File: src/rtl/seg_scan_ctrl.sv
`default_nettype none
// ============================================================================
// Module   : seg_scan_ctrl
// Purpose  : 8-digit seven-segment scan controller with a frame-synchronous
//            double-buffered display word. Optional macro SEG_SCAN_LZ_BLANK_EN
//            enables leading-zero blanking.
// Revision : 1.0  initial release
// ============================================================================
module seg_scan_ctrl #(
  parameter int REFRESH_DIV = 100000,
  parameter int NUM_DIGITS  = 8
) (
  input  logic                    clk,
  input  logic                    rst_n,
  input  logic                    load,
  input  logic [4*NUM_DIGITS-1:0] data_in,
  input  logic [NUM_DIGITS-1:0]   dp_in,
  output logic [3:0]              hex_out,
  output logic [NUM_DIGITS-1:0]   anode,
  output logic                    dp,
  output logic                    frame_done
);

  localparam int DW = (REFRESH_DIV > 1) ? $clog2(REFRESH_DIV) : 1;
  localparam int PW = (NUM_DIGITS > 1) ? $clog2(NUM_DIGITS) : 1;
  localparam int WW = 4 * NUM_DIGITS;
  localparam logic [DW-1:0] DIV_LAST = DW'(REFRESH_DIV - 1);
  localparam logic [PW-1:0] PTR_LAST = PW'(NUM_DIGITS - 1);

  logic [DW-1:0]          div_cnt_q, div_cnt_d;
  logic [PW-1:0]          ptr_q, ptr_d;
  logic [WW-1:0]          disp_q, disp_d;
  logic [NUM_DIGITS-1:0]  dpr_q, dpr_d;
  logic [WW+NUM_DIGITS-1:0] shadow_q, shadow_d;
  logic                   pending_q, pending_d;
  logic [3:0]             hex_q, hex_d;
  logic [NUM_DIGITS-1:0]  anode_q, anode_d;
  logic                   dp_q, dp_d;
  logic                   frame_done_q, frame_done_d;

  logic                   tick;
  logic                   boundary;
  logic [3:0]             sel_nib;
  logic                   sel_dp;
  logic [NUM_DIGITS-1:0]  one_cold;
`ifdef SEG_SCAN_LZ_BLANK_EN
  logic [PW-1:0]          msd;
`endif

  always_comb begin
    tick     = (div_cnt_q == DIV_LAST);
    boundary = tick && (ptr_q == PTR_LAST);

    div_cnt_d = tick ? '0 : div_cnt_q + DW'(1);
    ptr_d     = ptr_q;
    if (tick) begin
      ptr_d = (ptr_q == PTR_LAST) ? '0 : ptr_q + PW'(1);
    end

    // The boundary consumes the shadow as it stood before this cycle's load.
    disp_d    = disp_q;
    dpr_d     = dpr_q;
    pending_d = pending_q;
    shadow_d  = shadow_q;
    if (boundary && pending_q) begin
      {disp_d, dpr_d} = shadow_q;
      pending_d       = 1'b0;
    end
    if (load) begin
      shadow_d  = {data_in, dp_in};
      pending_d = 1'b1;
    end

    sel_nib  = 4'h0;
    sel_dp   = 1'b0;
    one_cold = '1;
    for (int k = 0; k < NUM_DIGITS; k++) begin
      if (ptr_d == PW'(k)) begin
        sel_nib     = disp_d[4*k +: 4];
        sel_dp      = dpr_d[k];
        one_cold[k] = 1'b0;
      end
    end

`ifdef SEG_SCAN_LZ_BLANK_EN
    msd = '0;
    for (int k = 0; k < NUM_DIGITS; k++) begin
      if ((disp_d[4*k +: 4] != 4'h0) || dpr_d[k]) begin
        msd = PW'(k);
      end
    end
    if (ptr_d > msd) begin
      one_cold = '1;
    end
`endif

    // Outputs only move on a tick, so they stay dark until the first one.
    hex_d        = hex_q;
    anode_d      = anode_q;
    dp_d         = dp_q;
    frame_done_d = boundary;
    if (tick) begin
      hex_d   = sel_nib;
      anode_d = one_cold;
      dp_d    = ~sel_dp;
    end
  end

  always_ff @(posedge clk or negedge rst_n) begin
    if (!rst_n) begin
      div_cnt_q    <= '0;
      ptr_q        <= PTR_LAST;
      disp_q       <= '0;
      dpr_q        <= '0;
      shadow_q     <= '0;
      pending_q    <= 1'b0;
      hex_q        <= 4'h0;
      anode_q      <= '1;
      dp_q         <= 1'b1;
      frame_done_q <= 1'b0;
    end else begin
      div_cnt_q    <= div_cnt_d;
      ptr_q        <= ptr_d;
      disp_q       <= disp_d;
      dpr_q        <= dpr_d;
      shadow_q     <= shadow_d;
      pending_q    <= pending_d;
      hex_q        <= hex_d;
      anode_q      <= anode_d;
      dp_q         <= dp_d;
      frame_done_q <= frame_done_d;
    end
  end

  assign hex_out    = hex_q;
  assign anode      = anode_q;
  assign dp         = dp_q;
  assign frame_done = frame_done_q;

endmodule
`default_nettype wire

File: config.mk
export PLATFORM = sky130hd
export DESIGN_NAME = seg_scan_ctrl
export DESIGN_NICKNAME = d
export VERILOG_FILES = /design/src/rtl/seg_scan_ctrl.sv
export SDC_FILE = /design/constraint.sdc
export NUM_CORES = 1
export LEC_CHECK = 0
export BUFFER_PORTS_ARGS = -buffer_cell sky130_fd_sc_hd__buf_2
export CORE_ASPECT_RATIO = 1.4
export CORE_UTILIZATION = 53
export DETAILED_ROUTE_END_ITERATION = 8
export PLACE_DENSITY = 0.76
export SLEW_MARGIN = 20
export SYNTH_ARGS = -nofsm -noshare
export SYNTH_HDL_FRONTEND = slang
export SYNTH_SLANG_ARGS = --single-unit
File: constraint.sdc
create_clock -name clk -period 2.25 [get_ports clk]
set_input_delay 0.45 -clock clk [delete_from_list [all_inputs] [get_ports clk]]
set_output_delay 0.45 -clock clk [all_outputs]
set_load 0.01 [all_outputs]
==> results.md, run 1 <==
* Final Core Density at 0.7240
* Max IR drop VDD at around 0.66 mV
* Xor/xnor cell area share of the yosys netlist at 0.02169
* First-pass GRT wire length at ~21000 µm
* Register area share after synthesis at 0.5511
* Area Overhead vs Synth at 31.92%
* Critical Path Sink Type: flop
* Synth Net Count at 520
* Flops & latches, synth at 115
* Area contributors post-synth: dfrtp_1 (49%), mux2_2 (11%), nand2_1 (7.2%)
* Power density over the cells at between 600 and 700 nW/µm²
* Worst-Margin Slew at 0.4864 ns
* CTS tree: built
* Worst R2R Setup Slack at approximately 0.0032 ns
* Routing usage on met2 at 0.4618
* Die height at 119.8 µm
* GR Layer Usage met3 at 0.07359
* Compound-Gate Fraction of Synth Area at 0.09607
* Largest family of logic cells by synthesized area: simple AND/OR/NAND/NOR gates
* Pin count of the biggest net entering global routing at 77
* CP Launch Type: flop
* Slowest-stage cell, CP: dfrtp_2
* H-tree Lvls at 4
* Worst path cell trace: nor4b_4 -> nand4_1 -> mux2i_4 -> buf_6 -> a211oi_2 -> a211oi_2 -> a211o_1 -> o21ai_2
* 1st-iter DRT viols at roughly 210
* Yosys warning count at 0
* Max stage delay on crit path at around 0.45 ns
* Worst Path Required at 2.59 ns
* Drt wl/cell at between 15 and 20 µm
* Clock Pin Slew Worst Setup and Hold Paths at 0.06 ns
* Clock sinks at ~120
* Outcome: complete, no violations
* I/O pin total at 57
* Worst EP arrival at 2.59 ns
* Global route hottest layer: met2
* Vias/cell at ~5.6
* Max_cap viols at 0
* Final Cell Area at just under 7000 µm²
* Top-area cell type share of the netlist area at 0.4911
* GP Congestion at 0.9211
* DRC at 0
* Fin. Hold Viols at 0
* P_leak at between 3 and 4 nW
* Worst clock skew at 0.008881 ns
* Core ar. at 9564 µm²
* Area leader, netlist: dfrtp_1
* HPWL after DPL at ~9000 µm
* Maximum clock rate at around 450 MHz
* Clock latency on the worst-skew pair at a little over 0.4 ns
* Area after DPL at slightly above 6000 µm²
* Synth unique cells at 62
* Proportion of synthesized area in mux cells at 0.1328
* Slew headroom at 0.6757
* Setup-failing EPs final at 0
* Total track usage at 0.2761
* Min-delay worst type: primary input to flop
* Crit-path leading delay family: compound AO/OA/AOI/OAI gates
* Number of global-route vias before repair at 4270
* Final Critical Period at between 2 and 2.5 ns
* Drt first pass iters at 4
* Wirelength, routed at between 10000 and 15000 µm
* Critical path fanouts, max at 6
* Synth async-reset ratio at 1.000
* Synth Instances at roughly 470
* Full die area at about 10000 µm²
* Via count at approximately 4.2k
* Total grt overflow at 0
* Final #Nets at ~650
* RSZ-0062 raised after global routing: yes
* Antenna fix cells at 0
* Antenna Nets Post-Route at 0
* Mean Syn Cell Area at about 11 µm²
* Cell repeated most along the worst path: a211oi_2
* Max-slew violation count at 0
* Ys flop type: dfrtp_1
* Post-synth EDFFs at 0
* Cell row count at 42
* CTS buffer count at 17
* Input/output buffers at 56
* Final Cycle Share at 0.9986
* Most frequent cells in the layout: dfrtp_1 (102), nand2_1 (99), buf_4 (68), buf_2 (55), mux2_2 (49)
* Commonest non-fill, non-tap cell in the layout: dfrtp_1
* Chip width at 86.11 µm
* Share of layout cells above drive strength 1 at 0.4286
* CTS max path bufs at 2
* Root Buffer: clkbuf_16
* Buf/Inv on CP at 1
* Simple-gate share of the synthesized area at 0.1604
* Mapped cell area at 5249 µm²
* Starting Density at 0.5488
* Critical path class: flop to flop
* Met1 usage at 0.3268
* Initial antenna violation count at 0
* Synth Area in Adders at 0.007151
worst paths after layout:
check	startpoint	to	cells after the start
min in group asynchronous	rst_n	shadow_q[22]	2
worst min register to register	disp_q[13]	disp_q[13]	2
max in group asynchronous	rst_n	ptr_q[0]	3
worst max-delay path	div_cnt_q[11]	hex_out[3]	8
worst max register to register	div_cnt_q[11]	hex_out[3]	8
worst min-delay path	data_in[5]	shadow_q[13]	2
flip-flops by register name, summed over array words and instances, names as in the netlist:
| register | flops |
|---|---|
| shadow_q | 40 |
| disp_q | 32 |
| div_cnt_q | 17 |
| anode | 8 |
| dpr_q | 8 |
| hex_out | 4 |
| ptr_q | 3 |
| dp | 1 |
| frame_done | 1 |
| pending_q | 1 |
logic make-up after synthesis:
| family | count (synthesis) |
|---|---|
| AO/OA/AOI/OAI | 72 |
| XOR/XNOR | 13 |
| multiplexers | 58 |
| AND/OR/NAND/NOR | 179 |
| adder cells (fa/ha/maj) | 3 |
| buffers and inverters | 34 |
| flip-flops | 115 |
cell usage after synthesis (all sizes together) (2+ instances only):
library cell and instances:
ha 3, dfrtp 103, a31oi 11, and4bb 3
nor4b 2, xor2 6, a22oi 3, or3 3
o21a 3, a21oi 16, nand3 12, buf 18
nor2 32, and3 2, o311ai 4, nand4 6
o31ai 2, dfstp 12, and4 4, xnor2 7
mux2i 5, a211oi 6, o21ai 10, clkbuf 7
a21o 2, nand2 102, o211a 2, mux4 3
o21bai 3, mux2 50, and2 5, nor3 5
inv 9
through the flow:
stage	hold slack (ns)	total power, mW	setup TNS [ns]	setup slack [ns]	instances
floorplan	0.1544	2.303	-0.07613	-0.07613	474
global placement	0.2757	2.412	-0.3188	-0.1402	697
detailed placement	0.2754	2.425	-0.5016	-0.1616	697
CTS	0.2571	4.750	-0.03583	-0.03583	728
global route	0.2605	4.877	-0.4444	-0.1137	748
finish	0.2632	4.721	0	0.003155	748
final cells by class:
cell class,count,area (µm²)
inverters,9,36.28
flip-flops and latches,115,2894
multi-input cells,325,2331
well taps,132,165.2
repair buffers,138,988.4
clock inverters,7,35.03
fillers,697,2640
clock buffers,22,474.2
power by group:
part           switching (mW)  internal [mW]  total, mW
clock                   0.877           1.45       2.33
combinational          0.0827          0.108      0.191
sequential             0.0522           2.15       2.20
total                    1.01           3.71       4.72
worst register-to-register path, stage by stage (launching register included):
cell      delay (ns)
dfrtp_2         0.45
nor4b_4         0.37
nand4_1         0.26
mux2i_4         0.28
buf_6           0.16
a211oi_2        0.18
a211oi_2        0.07
a211o_1         0.27
o21ai_2         0.13
what timing repair did:
| item | 4_1_cts | 5_1_grt |
|---|---|---|
| endpoints found under the hold margin | 2 | 0 |
| endpoints found under the setup margin | 5 | 6 |
| setup buffers | 1 | 20 |
| pin swaps | 1 | 22 |
| hold buffers | 1 | 0 |
| gates resized for setup | 11 | 31 |
per-layer routing:
layer,routed length (µm),share of wire
met5,0,0
met4,502,0.038
met3,399,0.030
met2,6950,0.53
met1,5300,0.40
Power figures use the tool's default switching activity.
==> run 2: changes to the inputs <==
Clock period 2.25 ns to 2 ns, I/O delays scaled along.
==> run 2 against run 1 <==
  * The run now ends with setup timing left
  * Clock-buffer cell count unchanged
  * First-iteration DRC count up 37%
  * Largest power group unchanged
  * Sequential cell count unchanged
  * Die area unchanged
  * Via count up 1.7%
  * Worst setup slack worse by 0.36 ns
  * Sequential power up 13%
  * Global-route usage up 0.69 points
  * Sequential share of layout area down 1.2 points
  * Utilization up 2.2 points
  * Cell count up 1.3%
  * Clock skew up 0.0017 ns
==> results.md, run 2 (synthesis gave the netlist of run 1 again) <==
* Total track usage at 0.2829 (was 0.2761)
* Final #Nets at 659 (was 652)
* Clock sinks at 115 (unchanged)
* Chip width at 86.11 µm (unchanged)
* Via count at 4258 (was 4186)
* Pwr Total at 5.859 mW (was 4.721 mW)
* Worst clock skew at 0.01056 ns (was 0.008881 ns)
* Antenna fix cells at 0 (unchanged)
* Power density over the cells at 821.7 nW/µm² (was 681.8 nW/µm²)
* Setup-failing EPs final at 10 (was 0)
* Final Cell Area at 7131 µm² (was 6924 µm²)
* Starting Density at 0.5488 (unchanged)
* Min-delay worst type: primary input to flop (unchanged)
* 1st-iter DRT viols at 294 (was 214)
* Commonest non-fill, non-tap cell in the layout: dfrtp_1 (unchanged)
* GP Congestion at 0.9114 (was 0.9211)
* Cell row count at 42 (unchanged)
* Area Overhead vs Synth at 35.85% (was 31.92%)
* Multi-input logic area at 2375 µm² (was 2331 µm²)
* Failing checks: setup timing
* Final Core Density at 0.7456 (was 0.7240)
* Slew headroom at 0.7005 (was 0.6757)
* Max_cap viols at 0 (unchanged)
* Worst Path Required at 2.30 ns (was 2.59 ns)
* Top reg by flops: shadow_q (unchanged)
* Core ar. at 9564 µm² (unchanged)
* Most frequent cells in the layout: dfrtp_1 (103), nand2_1 (99), buf_4 (77), buf_2 (55), mux2_2 (48) (was dfrtp_1 (102), nand2_1 (99), buf_4 (68), buf_2 (55), mux2_2 (49))
* CTS buffer count at 17 (unchanged)
* Vias/cell at 5.617 (was 5.596)
* Largest regs: shadow_q (40), disp_q (32), div_cnt_q (17) (unchanged)
* Area after DPL at 6207 µm² (was 6072 µm²)
* Max-slew violation count at 0 (unchanged)
* Fill count at 639 (was 697)
* Dpl cells at 710 (was 697)
* P_leak at 3.380 nW (was 3.296 nW)
* Hold Crit Start: data_in[20] (was data_in[5])
* Register area at 2893 µm² (was 2894 µm²)
* Outcome: finished with violations (was complete, no violations)
* Share of layout cells above drive strength 1 at 0.4505 (was 0.4286)
* Max stage delay on crit path at 0.38 ns (was 0.45 ns)
* Met1 usage at 0.3176 (was 0.3268)
* Number of global-route vias before repair at 4493 (was 4270)
* Input/output buffers at 56 (unchanged)
* R2R Path Start: div_cnt_q[1] (was div_cnt_q[11])
* Final Critical Period at 2.358 ns (was 2.247 ns)
* Antenna Nets Post-Route at 0 (unchanged)
* Worst-Margin Slew at 0.4493 ns (was 0.4864 ns)
* Final Instance Count excl. Fillers at 758 (was 748)
* Worst R2R End: hex_out[1] (was hex_out[3])
* Global route hottest layer: met2 (unchanged)
* Clock latency on the worst-skew pair at 0.42 ns (was 0.41 ns)
* CTS tree: built (unchanged)
* GR Layer Usage met3 at 0.07909 (was 0.07359)
* Root Buffer: clkbuf_16 (unchanged)
* Drt wl/cell at 18.39 µm (was 17.58 µm)
* Maximum clock rate at 424.2 MHz (was 445.1 MHz)
* Wirelength, routed at 13940 µm (was 13150 µm)
* Worst EP arrival at 2.65 ns (was 2.59 ns)
* Hold WS at 0.2110 ns (was 0.2632 ns)
* Worst R2R Setup Slack at -0.36 ns (was 0.003 ns)
* Drt first pass iters at 5 (was 4)
* H-tree Lvls at 4 (unchanged)
* Slowest-stage cell, CP: dfrtp_1 (was dfrtp_2)
* DRC at 0 (unchanged)
* R2R depth at 9 (was 8)
* Final Cycle Share at 1.179 (was 0.9986)
* First-pass GRT wire length at 21820 µm (was 21330 µm)
* CTS max path bufs at 2 (unchanged)
* RSZ-0062 raised after global routing: yes (unchanged)
* Full die area at 10310 µm² (unchanged)
* Critical path fanouts, max at 6 (unchanged)
* Routing usage on met2 at 0.4871 (was 0.4618)
* Clock Pin Slew Worst Setup and Hold Paths at 0.05 ns (was 0.06 ns)
* Pin count of the biggest net entering global routing at 53 (was 77)
* Setup WS post-layout at -0.3575 ns (was 0.003155 ns)
* Fin. Hold Viols at 0 (unchanged)
* Critical Path Sink Type: flop (unchanged)
* Critical path class: flop to flop (unchanged)
* Total grt overflow at 0 (unchanged)
* HPWL after DPL at 9121 µm (was 9041 µm)
* Crit-path leading delay family: compound AO/OA/AOI/OAI gates (unchanged)
* Worst path cell trace: ha_2 -> and4_1 -> buf_6 -> and4_4 -> mux2i_4 -> inv_2 -> o21a_1 -> a311oi_2 -> o31ai_2 (was nor4b_4 -> nand4_1 -> mux2i_4 -> buf_6 -> a211oi_2 -> a211oi_2 -> a211o_1 -> o21ai_2)
* Buf/Inv on CP at 2 (was 1)
* Initial antenna violation count at 0 (unchanged)
* Pre-CTS worst setup slack at -0.3541 ns (was -0.1616 ns)
* Largest register FFs at 40 (unchanged)
* CP Launch Type: flop (unchanged)
* Setup TNS at -1.911 ns (was 0 ns)
* I/O pin total at 57 (unchanged)
* Hold path endpoint: shadow_q[28] (was shadow_q[13])
* Min-Delay Path Depth at 2 (unchanged)
* Max IR drop VDD at 0.8935 mV (was 0.6645 mV)
* Die height at 119.8 µm (unchanged)
## run 2: worst max-delay path by stage
stage	cells past startpoint	startpoint	slack (ns)	to
CTS	10	div_cnt_q[1]	-0.23	hex_out[3]
global placement	10	div_cnt_q[1]	-0.31	hex_out[0]
floorplan	10	ptr_q[0]	-0.19	hex_out[2]
detailed placement	10	div_cnt_q[1]	-0.35	hex_out[0]
global route	9	div_cnt_q[1]	-0.39	hex_out[1]
finish	9	div_cnt_q[1]	-0.36	hex_out[1]
## run 2: power breakdown
part	total, mW	switching (mW)	internal, mW
logic	0.217	0.0949	0.122
registers	2.48	0.0622	2.41
clock network	3.17	1.03	2.14
## run 2: final cells by class
class,count,share of cell area
Timing Repair Buffer,145,0.1462
Sequential cell,115,0.4057
Clock inverter,10,0.02176
Clock buffer,22,0.06510
Inverter,9,0.005089
Tap cell,132,0.02316
Multi-Input combinational cell,325,0.3330
## run 2: routing by layer
layer,routed length (µm),vias up
li1,-,1944
met1,5255,2092
met2,7403,171
met3,720,51
met4,556,0
met5,0,-
## run 2: worst register-to-register path, cell delays in order (launching register included)
cell,delay (ns)
dfrtp_1,0.38
ha_2,0.19
and4_1,0.21
buf_6,0.14
and4_4,0.31
mux2i_4,0.38
inv_2,0.09
o21a_1,0.22
a311oi_2,0.26
o31ai_2,0.08
## run 2: timing repair
| item | CTS | global route |
|---|---|---|
| gates resized for setup | 17 | 21 |
| hold endpoints to repair | 23 | 0 |
| pin swaps | 11 | 9 |
| gates cloned | 0 | 0 |
| hold buffers | 1 | 0 |
| endpoints found under the setup margin | 8 | 14 |
| buffers inserted | 7 | 8 |
